$ cat src/rtl/r_cpu_ctrl_if.sv
`default_nettype none
// ============================================================================
//  Module      : r_cpu_ctrl_if
//  Description : Controller <-> datapath bundle: instruction fields in,
//                datapath write strobes and ALU opcode out.
//  Revision    : 1.0
// ============================================================================
interface r_cpu_ctrl_if;
    logic [5:0] op;
    logic [5:0] funct;
    logic       pc_write;
    logic       ir_write;
    logic       ab_write;
    logic       f_write;
    logic       reg_write;
    logic [2:0] alu_op;

    modport master (
        input  op, funct,
        output pc_write, ir_write, ab_write, f_write, reg_write, alu_op
    );

    modport slave (
        output op, funct,
        input  pc_write, ir_write, ab_write, f_write, reg_write, alu_op
    );
endinterface
`default_nettype wire

$ cat src/rtl/r_cpu_ctrl.sv
`default_nettype none
// ============================================================================
//  Module      : r_cpu_ctrl
//  Description : Multi-cycle IF/ID/EX/WB sequencer with R-type decode,
//                sticky illegal-instruction halt and single-step support.
//  Revision    : 1.0
// ============================================================================
module r_cpu_ctrl #(
    parameter int CNT_W = 16
) (
    input  wire logic             clk,
    input  wire logic             rst,
    input  wire logic             run,
    input  wire logic             step,
    r_cpu_ctrl_if.master          bus,
    output logic                  illegal,
    output logic [2:0]            state,
    output logic [CNT_W-1:0]      inst_cnt
);

    typedef enum logic [2:0] {
        S_IDLE = 3'b000,
        S_IF   = 3'b001,
        S_ID   = 3'b010,
        S_EX   = 3'b011,
        S_WB   = 3'b100,
        S_HALT = 3'b111
    } state_t;

    localparam logic [CNT_W-1:0] c_cnt_one = {{(CNT_W-1){1'b0}}, 1'b1};

    state_t             r_state;
    state_t             w_next;
    logic               r_step_q;
    logic [2:0]         r_alu_op;
    logic               r_illegal;
    logic [CNT_W-1:0]   r_inst_cnt;

    logic               w_go;
    logic               w_legal;
    logic [2:0]         w_dec_alu;
    logic               w_pc_write;
    logic               w_ir_write;
    logic               w_ab_write;
    logic               w_f_write;
    logic               w_reg_write;

    assign w_go = run | (step & ~r_step_q);

    always_comb begin
        w_legal   = 1'b0;
        w_dec_alu = 3'b000;
        if (bus.op == 6'b000000) begin
            w_legal = 1'b1;
            case (bus.funct)
                6'b100100: w_dec_alu = 3'b000;
                6'b100101: w_dec_alu = 3'b001;
                6'b100110: w_dec_alu = 3'b010;
                6'b100111: w_dec_alu = 3'b011;
                6'b100000: w_dec_alu = 3'b100;
                6'b100010: w_dec_alu = 3'b101;
                6'b101011: w_dec_alu = 3'b110;
                6'b000100: w_dec_alu = 3'b111;
                default:   w_legal   = 1'b0;
            endcase
        end
    end

    // Strobes depend on r_state only, so op/funct changes cannot glitch them.
    always_comb begin
        w_next      = r_state;
        w_pc_write  = 1'b0;
        w_ir_write  = 1'b0;
        w_ab_write  = 1'b0;
        w_f_write   = 1'b0;
        w_reg_write = 1'b0;
        case (r_state)
            S_IDLE: if (w_go) w_next = S_IF;
            S_IF: begin
                w_ir_write = 1'b1;
                w_pc_write = 1'b1;
                w_next     = S_ID;
            end
            S_ID: begin
                w_ab_write = 1'b1;
                w_next     = w_legal ? S_EX : S_HALT;
            end
            S_EX: begin
                w_f_write = 1'b1;
                w_next    = S_WB;
            end
            S_WB: begin
                w_reg_write = 1'b1;
                w_next      = run ? S_IF : S_IDLE;
            end
            S_HALT:  w_next = S_HALT;
            default: w_next = S_IDLE;
        endcase
    end

    always_ff @(posedge clk or negedge rst) begin
        if (!rst) begin
            r_state    <= S_IDLE;
            r_step_q   <= 1'b0;
            r_alu_op   <= 3'b000;
            r_illegal  <= 1'b0;
            r_inst_cnt <= '0;
        end else begin
            r_state  <= w_next;
            r_step_q <= step;
            if (r_state == S_ID) begin
                if (w_legal) r_alu_op  <= w_dec_alu;
                else         r_illegal <= 1'b1;
            end
            if (r_state == S_WB) r_inst_cnt <= r_inst_cnt + c_cnt_one;
        end
    end

    assign bus.pc_write  = w_pc_write;
    assign bus.ir_write  = w_ir_write;
    assign bus.ab_write  = w_ab_write;
    assign bus.f_write   = w_f_write;
    assign bus.reg_write = w_reg_write;
    assign bus.alu_op    = r_alu_op;
    assign illegal       = r_illegal;
    assign state         = r_state;
    assign inst_cnt      = r_inst_cnt;

endmodule
`default_nettype wire

$ cat src/flat_wrapper.sv
// flat-port wrapper written by rule: the top's interface ports become plain ports
module r_cpu_ctrl_flat 
#(
    parameter int CNT_W = 16
)
  (clk, rst, run, step, illegal, state, inst_cnt, bus_op, bus_funct, bus_pc_write, bus_ir_write, bus_ab_write, bus_f_write, bus_reg_write, bus_alu_op);
  r_cpu_ctrl_if bus_i ();
  input  wire logic clk;
  input  wire logic rst;
  input  wire logic run;
  input  wire logic step;
  output logic illegal;
  output logic [2:0] state;
  output logic [CNT_W-1:0] inst_cnt;
  input wire logic [$bits(bus_i.op)-1:0] bus_op;
  input wire logic [$bits(bus_i.funct)-1:0] bus_funct;
  output wire logic [$bits(bus_i.pc_write)-1:0] bus_pc_write;
  output wire logic [$bits(bus_i.ir_write)-1:0] bus_ir_write;
  output wire logic [$bits(bus_i.ab_write)-1:0] bus_ab_write;
  output wire logic [$bits(bus_i.f_write)-1:0] bus_f_write;
  output wire logic [$bits(bus_i.reg_write)-1:0] bus_reg_write;
  output wire logic [$bits(bus_i.alu_op)-1:0] bus_alu_op;
  assign bus_i.op = bus_op;
  assign bus_i.funct = bus_funct;
  assign bus_pc_write = bus_i.pc_write;
  assign bus_ir_write = bus_i.ir_write;
  assign bus_ab_write = bus_i.ab_write;
  assign bus_f_write = bus_i.f_write;
  assign bus_reg_write = bus_i.reg_write;
  assign bus_alu_op = bus_i.alu_op;
  r_cpu_ctrl #(.CNT_W(CNT_W)) u_core (.clk(clk), .rst(rst), .run(run), .step(step), .bus(bus_i), .illegal(illegal), .state(state), .inst_cnt(inst_cnt));
endmodule
$ cat config.mk
export PLATFORM = sky130hd
export DESIGN_NAME = r_cpu_ctrl_flat
export DESIGN_NICKNAME = d
export VERILOG_FILES = /design/src/rtl/r_cpu_ctrl_if.sv /design/src/rtl/r_cpu_ctrl.sv /design/src/flat_wrapper.sv
export SDC_FILE = /design/constraint.sdc
export NUM_CORES = 1
export LEC_CHECK = 0
export ABC_AREA = 0
export CORE_AREA = 4 4 55 106
export DETAILED_ROUTE_END_ITERATION = 10
export DIE_AREA = 0 0 59 110
export PLACE_DENSITY = 0.6
export SYNTH_ARGS = -nofsm -noshare
export SYNTH_HDL_FRONTEND = slang
export SYNTH_SLANG_ARGS = --single-unit
export TNS_END_PERCENT = 50
$ cat constraint.sdc
create_clock -name clk -period 3.2 [get_ports clk]
set_input_delay 0.64 -clock clk [delete_from_list [all_inputs] [get_ports clk]]
set_output_delay 0.64 -clock clk [all_outputs]
set_load 0.1 [all_outputs]
== After elaboration in Yosys (flattened, before gate mapping) ==
Cells that the tools add are included.

* Bits of input ports: 16
* Memory bits (writable): 0
* Memories: 0
* ROM bits: 0
* Bits in latches: 0
* Flip-flop bits (word level): 24

* Divide/modulo/power cells: 0
* Bitwise operators: 4
* Multipliers: 0
* Add/sub/neg operators: 1
* Reduce and logical (&&, ||, !) cells: 5
* Eq/ne operators: 14
* Magnitude comparators: 0
* Shift operators: 0
* Muxes and demuxes: 12

{| class="wikitable"
|+ Operator list
! kind !! count
|-
| equality test 6 bit, second input constant || 7
|-
| case mux 3 bit (7 select lines) || 1
|-
| case mux 3 bit (6 select lines) || 1
|-
| adder 16 x 1 -> 16 bit, second input constant || 1
|-
| 2-to-1 mux 3 bit || 3
|-
| OR reduction 8 bit || 1
|-
| 2-to-1 mux 1 bit || 7
|-
| equality test 3 x 2 -> 1 bit, second input constant || 2
|-
| equality test 3 bit, second input constant || 2
|-
| equality test 6 x 3 -> 1 bit, second input constant || 1
|-
| zero test 6 bit || 1
|-
| AND reduction 2 bit || 2
|-
| equality test 3 x 1 -> 1 bit, second input constant || 1
|-
| zero test 3 bit || 1
|-
| inequality test 2 x 1 -> 1 bit, second input constant || 1
|-
| NOT 1 bit || 2
|-
| bitwise AND 1 bit || 1
|-
| OR 1 bit || 1
|}

== Depth between registers and ports, before layout ==
Gate-level depths: netlist (run 1).

* Depth in word-level cells: 6
* Depth in mapped cells: 5
* Depth with buffers taken out: 5

== Worst setup path before layout (run 1) ==
OpenSTA, ideal clock, no wires.

* Kind: register -> output
* Start: register u_core.r_state[0], in the netlist u_core.state[0]
* End: output port bus_pc_write
* Cell stages (with the launch flop): 5
* Required time: 2.560 ns
* Data arrival time: 3.892 ns
* Slack: -1.332 ns
* Cells stage by stage: dfrtp_1 -> buf_6 -> inv_1 -> nor3_1 -> buf_4

* Word-level cells in the longest chain between the ends: 2

{| class="wikitable"
|+ RTL lines
! what !! line !! source
|-
| start, declared || r_cpu_ctrl.sv:32 || <nowiki>state_t r_state;</nowiki>
|-
| start signal, assigned || r_cpu_ctrl.sv:109 || <nowiki>r_state <= w_next;</nowiki>
|-
| equality test 3 x 1 -> 1 bit || n/a ||
|-
| 2-to-1 mux 1 bit || n/a ||
|-
| end, declared || flat_wrapper.sv:17 || <nowiki>output wire logic [$bits(bus_i.pc_write)-1:0] bus_pc_write;</nowiki>
|}

Every way passes these cells.

== Worst setup path in the final report (run 1) ==
* Start: register u_core.r_state[2], in the netlist u_core.state[2]
* End: output port bus_reg_write

* Word-level cells in the longest chain between the ends: 2

{| class="wikitable"
|+ RTL lines
! what !! line !! source
|-
| equality test 3 bit || r_cpu_ctrl.sv:77 || <nowiki>case (r_state)</nowiki>
|-
| 2-to-1 mux 1 bit || r_cpu_ctrl.sv:77 ||
|-
| end, declared || flat_wrapper.sv:21 || <nowiki>output wire logic [$bits(bus_i.reg_write)-1:0] bus_reg_write;</nowiki>
|}

Every way passes these cells.

==> results of run 1 <==
-- metal layers --
layer	part of all wire [%]	wire length (µm)	GRT usage, %	vias up
li1	-	-	-	479
met1	34	1060	9.89	488
met2	59	1810	19.5	43
met3	6.4	198	1.86	6
met4	0.74	23	2.43	0
met5	0	0	0	-
-- sequential cells by signal, summed over array words and instances (netlist names) --
register           count
u_core.state           3
u_core.illegal         1
u_core.bus.alu_op      3
u_core.inst_cnt       16
u_core.r_step_q        1
-- cells in the final DEF (no fill, tap or decap), types with 2 or more instances in the layout --
cell type,synthesis,final
and4_1,2,2
xnor2_1,12,12
inv_1,6,6
nand4_1,5,5
nand2_1,7,7
nor3_1,3,2
clkdlybuf4s50_1,0,15
buf_4,1,29
a21oi_1,2,2
nand2b_1,3,3
clkbuf_8,0,3
xor2_1,4,4
nor3b_1,2,2
o22ai_1,2,2
and3b_1,2,2
nor2_1,4,4
nand3_1,6,6
nor2b_1,2,2
dfrtp_1,24,24
nor3_4,1,2
-- power by group through the flow --
stage                     Combinational (µW)  Clock [µW]  Sequential [µW]
after floorplan                          375           0              736
after global placement                   834           0              446
after detailed placement                 842           0              449
after CTS                                844         178              443
after global routing                     866         188              455
final                                    835         173              440
-- area by class of cell --
cell class	instances	area (µm²)
Inverter	6	22.5
Timing Repair Buffer	44	368
Tap cell	57	71.3
Multi-Input combinational cell	77	588
Sequential cell	24	601
Clock buffer	3	41.3
Fill cell	525	3260
-- logic make-up (layout without fill, tap and decap cells) --
| kind of cell | Yosys count | count (layout) | synth area share (%) |
|---|---|---|---|
| compound gates | 12 | 12 | 7.70 |
| xor+xnor | 16 | 16 | 11.5 |
| fa+ha+maj | 1 | 1 | 1.03 |
| buf+inv | 8 | 53 | 3.39 |
| flops | 24 | 24 | 49.3 |
| mux | 3 | 3 | 2.98 |
| simple gates | 45 | 45 | 24.1 |
-- stage by stage --
step	power (µW)	setup WS (ns)	area, µm²
2_1_floorplan	1110	-0.0623	1230
3_3_place_gp	1280	0.889	1650
6_report	1450	0.950	1690
4_1_cts	1460	0.922	1690
3_5_place_dp	1290	0.850	1650
5_1_grt	1510	0.852	1690
-- critical path, delay by kind of cell, from the launching register on --
| family | cells | cell delay [ns] |
|---|---|---|
| and+or+nand+nor | 1 | 0.43 |
| buffers and inverters | 1 | 0.37 |
| DFF | 1 | 0.55 |
-- worst max-delay path by stage --
| stage | from | endpoint | slack, ns | cells past startpoint |
|---|---|---|---|---|
| 3_3_place_gp | bus_op[2] | u_core.bus.alu_op[1] | 0.89 | 5 |
| 3_5_place_dp | bus_op[2] | u_core.bus.alu_op[1] | 0.85 | 5 |
| 2_1_floorplan | u_core.state[2] | u_core.inst_cnt[5] | -0.06 | 4 |
| 4_1_cts | u_core.state[2] | bus_reg_write | 0.92 | 2 |
| 5_1_grt | u_core.state[2] | bus_reg_write | 0.85 | 2 |
| 6_report | u_core.state[2] | bus_reg_write | 0.95 | 2 |
==> flow_summary.yaml, run 1 <==
job:
  max_cap_violations: 0
floorplan:
  core_area_um2: 4950
  die_area_um2: 6490
  initial_utilization_pct: 24.6
  die_extent_in_y_um: 110
  floorplan.rows: 36
  ios: 44
  die_w_um: 59
placed_design:
  place.detailed.hpwl_um: 2550
  globalplace.congestion: 0.687
  port_buffers: 43
  dp_cells: 208
worst_setup_path:
  cp_max_fo: 9
  critPathSlowestCell: "dfrtp_1"
  timing.critical_path.slowest_cell_delay_ns: 0.55
  crit_required_ns: 2.56
  reg2regPathDepth: 5
  cp.arrival_ns: 1.61
  timing.rr.start: "u_core.inst_cnt[0]"
  timing.critical_path.to_type: "output port"
  r2r-end: "u_core.inst_cnt[8]"
  critPathLaunchType: "flip-flop"
  critical_path.cell_chain: "nor3b_2 > buf_4"
  critical_path_class: "flip-flop to output port"
  rrSetupSlack_ns: 1.41
cts:
  cts_root_buf: "clkbuf_8"
  cts_resized: 0
  post_cts.repair.setup_buffers: 0
  clock_tree.buffer_depth: 2
  numCtsBuffers: 3
  cts_sinks: 24
  insertion_delay_ns: 0.26
  cts.hold.buffers_added: 0
  cts_tree: "built"
  htree_depth: 1
  cts.clk_slew.worst_paths_ns: 0.08
yosys:
  synth.ff_latch_count: 24
  count_leader_synth: "dfrtp_1"
  synth_area_um2: 1220
  yosys_top_cell_area_share_pct: 49.3
  ys_top_cells_by_area: "dfrtp_1, xnor2_1, xor2_1"
  post_synth.cell_area_avg_um2: 11.2
  netlist_top_cells_count: "dfrtp_1, xnor2_1, nand2_1"
  synthDominantAreaCellType: "dfrtp_1"
  synthesized_netlist_cell_count: 109
  synth-edff-count: 0
  syn_nets: 126
  yosysSeqAreaShare_pct: 49.3
  synth_flop_cell: "dfrtp_1"
  yosys_warnings: 0
  async_flop_share_pct: 100
  yosys.cell_types.count: 39
timing:
  timing.hold.ws_ns: 0.482
  timing_max_transition_violations_final: 0
  grt_setup_unrepaired: "false"
  finalSetupViolCount: 0
  setup_total_negative_slack_ns: 0
  finalWorstPathRequiredPeriod_ns: 2.25
  clock-skew-final_ns: 0.00425
  relative_slew_slack_pct: 59.7
  max_freq_ghz: 0.445
  final_hold_viol_count: 0
  period_utilization_pct: 70.3
  max_slew.worst_pin.slew_ns: 0.600
finish:
  instances_no_fill: 211
  layout-area-overhead-vs-synth_pct: 38.8
  layout.nets: 173
  antennaDiodeCount: 0
  utilization_pct: 34.1
  post_route_cells_drive_above_1_share_pct: 27.3
min_path:
  timing.hold.worst.start: "u_core.inst_cnt[15]"
  whs_path_depth: 1
  hold_path_class: "flip-flop to flip-flop"
  hold_end: "u_core.inst_cnt[15]"
global_routing:
  grt_use_total_pct: 9.80
  grt_first_pass_wirelength_um: 4900
  pin_count_of_the_biggest_net_entering_global_routing: 25
  grt_pass1_vias: 1062
  grt_antenna_before_repair: 0
  grt_remaining_overflow: 0
status:
  outcome: "completed"
power_and_ir_drop:
  worst_ir_drop_vdd_v: 0.000626
  clock_power_share_pct: 11.9
  leakage_uw: 0.000784
  cellPowerDensity_nw_per_um2: 856
  p_sw_uw: 825
  p_int_uw: 623
  sw_frac_of_total_pct: 57.0
  relative_contribution_of_combinational_cells_to_total_power_pct: 57.7
  share_seq_of_total_power_pct: 30.4
detailed_routing:
  detail_route.vias_per_cell: 4.82
  vias: 1016
  detail_route.wirelength_um: 3090
  detailedRoute.firstIterationViolations: 11
  route.detailed.wl_per_inst_um: 14.6
  ant_nets: 0
  drt-pass1-iter-count: 4
  route.detailed.drc: 0
(Power assumes the default switching activity.)
==> run 2: changes to the inputs <==
Settings changed: PLACE_DENSITY 0.6 to 0.61.
Clock period 3.2 ns to 1.8 ns, I/O delays scaled along.
==> flow_summary.yaml, run 2 (same netlist as run 1, synthesis figures left out) <==
global_routing:
  pin_count_of_the_biggest_net_entering_global_routing: 25
  grt_pass1_vias: 1146
  grt_use_total_pct: 10.3
  grt_first_pass_wirelength_um: 5110
  grt_remaining_overflow: 0
  grt_antenna_before_repair: 0
cts:
  cts.clk_slew.worst_paths_ns: 0.08
  cts_sinks: 24
  insertion_delay_ns: 0.26
  cts.hold.buffers_added: 0
  clock_tree.buffer_depth: 2
  numCtsBuffers: 3
  cts_tree: "built"
  cts_root_buf: "clkbuf_8"
  htree_depth: 1
worst_setup_path:
  critical_path_class: "flip-flop to output port"
  cp.arrival_ns: 1.46
  crit_required_ns: 1.44
  critPathLaunchType: "flip-flop"
  cp_max_fo: 5
  timing.critical_path.to_type: "output port"
timing:
  timing_max_transition_violations_final: 0
  postLayoutSetupSlackWorst_ns: -0.0210
  finalSetupViolCount: 2
  max_freq_ghz: 0.549
  period_utilization_pct: 101
  relative_slew_slack_pct: 76.9
  grt_setup_unrepaired: "true"
  final_hold_viol_count: 0
  clock-skew-final_ns: 0.00745
  finalWorstPathRequiredPeriod_ns: 1.82
  max_slew.worst_pin.slew_ns: 0.345
power_and_ir_drop:
  leakage_uw: 0.000966
  worst_ir_drop_vdd_v: 0.00119
  cellPowerDensity_nw_per_um2: 1450
detailed_routing:
  detailedRoute.firstIterationViolations: 17
  ant_nets: 0
  drt-pass1-iter-count: 2
  detail_route.wirelength_um: 3160
  vias: 1072
  route.detailed.drc: 0
  route.detailed.wl_per_inst_um: 13.9
  detail_route.vias_per_cell: 4.70
floorplan:
  ios: 44
  core_area_um2: 4950
  die_extent_in_y_um: 110
  floorplan.rows: 36
  initial_utilization_pct: 24.6
  die_area_um2: 6490
  die_w_um: 59
finish:
  post_route_cells_drive_above_1_share_pct: 40.9
  layout_common_cells: "buf_12, clkdlybuf4s50_1, dfrtp_1"
  mostFrequentLayoutCell: "buf_12"
  layout.nets: 189
  combined_area_of_the_multi_input_logic_cells_um2: 613
  antennaDiodeCount: 0
  layout-area-overhead-vs-synth_pct: 85.0
  ff_latch_area_um2: 624
  instances_no_fill: 228
  largest_register_ffs: 16
  fillCellCount: 457
job:
  max_cap_violations: 0
status:
  outcome: "complete, but fails checks"
  violations: "setup timing"
placed_design:
  placement.setup.worst_slack_ns: -0.272
  port_buffers: 43
  dp_cells: 218
  place.detailed.hpwl_um: 2600
  globalplace.congestion: 0.701
min_path:
  hold_path_class: "input pin to asynchronous set/reset pin"
run 2: cell types whose count changed in the layout (fill, tap and decap cells not counted), moves of 4 or more:
cell | before | now
buf_4 | 29 | 13
dfrtp_1 | 24 | 15
dfrtp_4 | 0 | 5
dfrtp_2 | 0 | 4
buf_12 | 0 | 30
run 2: final timing paths:
kind / endpoint / slack (ns) / cells past startpoint / start
setup / recovery: bus_reg_write / -0.02 / 3 / u_core.state[0]
max in group asynchronous: u_core.state[2] / 1.08 / 2 / rst
hold reg to reg: u_core.inst_cnt[5] / 0.52 / 1 / u_core.inst_cnt[5]
setup reg to reg: u_core.bus.alu_op[1] / 0.03 / 5 / u_core.state[0]
min in group clk: u_core.inst_cnt[5] / 0.52 / 1 / u_core.inst_cnt[5]
hold / removal: u_core.inst_cnt[15] / 0.46 / 2 / rst
run 2: per-stage QoR:
step / hold WS, ns / total power, µW / cell area (µm²) / utilization (%) / setup TNS, ns
final: 0.457 / 3270 / 2250 / 45.5 / -0.0332
after global routing: 0.493 / 3390 / 2250 / 45.5 / -0.297
after CTS: 0.465 / 3270 / 2230 / 45.1 / -0.0947
after detailed placement: 0.508 / 2810 / 2120 / 42.8 / -0.984
after global placement: 0.503 / 2790 / 2120 / 42.8 / -0.670
after floorplan: 0.0644 / 2070 / 1280 / - / -3.98
run 2: where the power goes:
| group | leakage, µW | internal (µW) | total, µW | switching [µW] |
|---|---|---|---|---|
| Clock | 0.0000228 | 158 | 315 | 157 |
| Combinational | 0.000644 | 845 | 2150 | 1310 |
| Sequential | 0.000300 | 662 | 801 | 139 |
run 2: area by class of cell:
type,instances,share of cell area [%]
sequential,24,27.7
timing repair buffer,60,38.8
inverter,6,1.17
clock buffer,4,2.00
multi-input combinational,77,27.2
tap,57,3.16
run 2: what timing repair did:
item                                    4_1_cts  5_1_grt
setup buffers                                 4        2
endpoints found under the setup margin        5        8
pin swaps                                     3        3
gates resized for setup                       3        1
run 2: per-layer routing:
layer	vias to the layer above	global-route usage [%]	share of wire, %
met4	0	4.38	1.5
li1	510	-	-
met5	-	0	0
met2	38	19.6	57
met1	520	10.3	35
met3	4	2.33	6.0
run 2: worst max-delay path, stage by stage, from the launching register on:
cell     delay [ns]
dfrtp_4        0.50
buf_12         0.14
nor3b_4        0.33
buf_12         0.22
==> run 3: changes to the inputs <==
Settings changed: CORE_AREA 4 4 55 106 to 4 4 45 87, DIE_AREA 0 0 59 110 to 0 0 49 91, PLACE_DENSITY 0.61 to 0.82.
==> flow_summary.yaml, run 3 (same netlist as run 1, synthesis figures left out) <==
status:
  outcome: "complete, but fails checks"
  violations: "setup timing"
timing:
  grt_setup_unrepaired: "true"
  max_slew.worst_pin.slew_ns: 0.408
  timing_max_transition_violations_final: 0
  finalWorstPathRequiredPeriod_ns: 1.83
  relative_slew_slack_pct: 72.7
  postLayoutSetupSlackWorst_ns: -0.0263
  finalSetupViolCount: 2
  clock-skew-final_ns: 0.00545
  period_utilization_pct: 101
  timing.hold.ws_ns: 0.460
  final_hold_viol_count: 0
  max_freq_ghz: 0.548
worst_setup_path:
  cp_top_family: "flip-flops"
  critPathSlowestCell: "dfrtp_4"
  timing.critical_path.to_type: "output port"
  critical_path_class: "flip-flop to output port"
  critical_path.cell_chain: "or3b_4 > clkinvlp_4 > buf_12"
  critical_path.n_buffers_inverters: 2
  timing.critical_path.slowest_cell_delay_ns: 0.51
  critPathLaunchType: "flip-flop"
  crit_required_ns: 1.44
  cp_max_fo: 5
  cp.arrival_ns: 1.47
  rrSetupSlack_ns: 0.01
detailed_routing:
  detail_route.wirelength_um: 3230
  detail_route.vias_per_cell: 5.48
  drt-pass1-iter-count: 4
  detailedRoute.firstIterationViolations: 20
  route.detailed.drc: 0
  ant_nets: 0
  vias: 1106
  route.detailed.wl_per_inst_um: 16.0
finish:
  post_route_cells_drive_above_1_share_pct: 40.9
  mostFrequentLayoutCell: "buf_12"
  layout-area-overhead-vs-synth_pct: 79.8
  combined_area_of_the_multi_input_logic_cells_um2: 607
  ff_latch_area_um2: 624
  instances_no_fill: 202
  largest_register_ffs: 16
  layout_common_cells: "buf_12, clkdlybuf4s50_1, buf_4, dfrtp_1, xnor2_1"
  antennaDiodeCount: 0
  fillCellCount: 223
  layout.nets: 189
floorplan:
  die_area_um2: 4460
  core_area_um2: 3190
  ios: 44
  die_extent_in_y_um: 91
  die_w_um: 49
  floorplan.rows: 29
  initial_utilization_pct: 38.2
cts:
  cts_root_buf: "clkbuf_8"
  clock_tree.buffer_depth: 2
  numCtsBuffers: 3
  cts_sinks: 24
  cts.clk_slew.worst_paths_ns: 0.08
  htree_depth: 1
  cts_tree: "built"
  insertion_delay_ns: 0.26
power_and_ir_drop:
  share_seq_of_total_power_pct: 25.4
  clock_power_share_pct: 9.8
  sw_frac_of_total_pct: 49.7
  p_sw_uw: 1600
  cellPowerDensity_nw_per_um2: 1470
  worst_ir_drop_vdd_v: 0.00152
  p_int_uw: 1620
  leakage_uw: 0.000945
  relative_contribution_of_combinational_cells_to_total_power_pct: 64.8
global_routing:
  grt_use_total_pct: 14.2
  grt_pass1_vias: 1191
  grt_remaining_overflow: 0
  grt_antenna_before_repair: 0
  grt_first_pass_wirelength_um: 5080
  pin_count_of_the_biggest_net_entering_global_routing: 25
job:
  max_cap_violations: 0
placed_design:
  dp_cells: 191
  place.detailed.hpwl_um: 2560
  globalplace.congestion: 0.747
  port_buffers: 43
  placement.setup.worst_slack_ns: -0.258
min_path:
  hold_path_class: "input pin to asynchronous set/reset pin"
==> run 3: power by group through the flow <==
stage | Clock [µW] | Sequential, µW | Combinational [µW]
after floorplan | 0 | 1360 | 708
after global placement | 0 | 836 | 1920
after detailed placement | 0 | 843 | 1950
after CTS | 324 | 827 | 2030
after global routing | 340 | 838 | 2140
final | 316 | 821 | 2090
==> run 3: layout make-up <==
cell class | instances | share of cell area (%)
clock buffers | 4 | 2.06
inverters | 6 | 1.20
multi-input cells | 77 | 27.7
flip-flops and latches | 24 | 28.5
well taps | 31 | 1.77
repair buffers | 60 | 38.8
==> run 3: final timing paths <==
path	start	end	cells past startpoint
min in group clk	u_core.inst_cnt[3]	u_core.inst_cnt[3]	1
setup / recovery	u_core.state[0]	bus_ab_write	3
hold / removal	rst	u_core.inst_cnt[8]	2
setup reg to reg	u_core.state[0]	u_core.bus.alu_op[1]	5
hold reg to reg	u_core.inst_cnt[3]	u_core.inst_cnt[3]	1
max in group asynchronous	rst	u_core.state[2]	2
==> run 3: what timing repair did <==
action | CTS | global route
pin swaps | 3 | 2
endpoints found under the setup margin | 5 | 8
hold buffers | 0 | 0
cloned | 0 | 0
setup buffers | 4 | 3
endpoints found under the hold margin | 0 | 0
gates resized for setup | 1 | 2
==> run 3: routing by layer <==
metal | up-vias | GRT usage (%) | wire length, µm
li1 | 508 | - | -
met2 | 51 | 27.5 | 1870
met4 | 0 | 7.19 | 87
met1 | 537 | 13.3 | 1080
met5 | - | 0 | 0
met3 | 10 | 2.79 | 199
==> run 3: worst register-to-register path, delay by kind of cell (launching register included) <==
kind	cells	cell delay [ns]
AND/OR/NAND/NOR	2	0.62
flip-flops	1	0.51
multiplexers	1	0.31
buffers and inverters	1	0.14
AO/OA/AOI/OAI	1	0.10
==> run 3: through the flow <==
stage          TNS [ns]  util [%]  total power (µW)  instance area, µm²
2_1_floorplan     -3.98         -              2070                1280
3_5_place_dp     -0.870      65.2              2790                2080
5_1_grt          -0.237      68.6              3320                2190
3_3_place_gp     -0.595      65.2              2760                2080
4_1_cts          -0.107      67.7              3180                2160
6_report        -0.0428      68.6              3230                2190
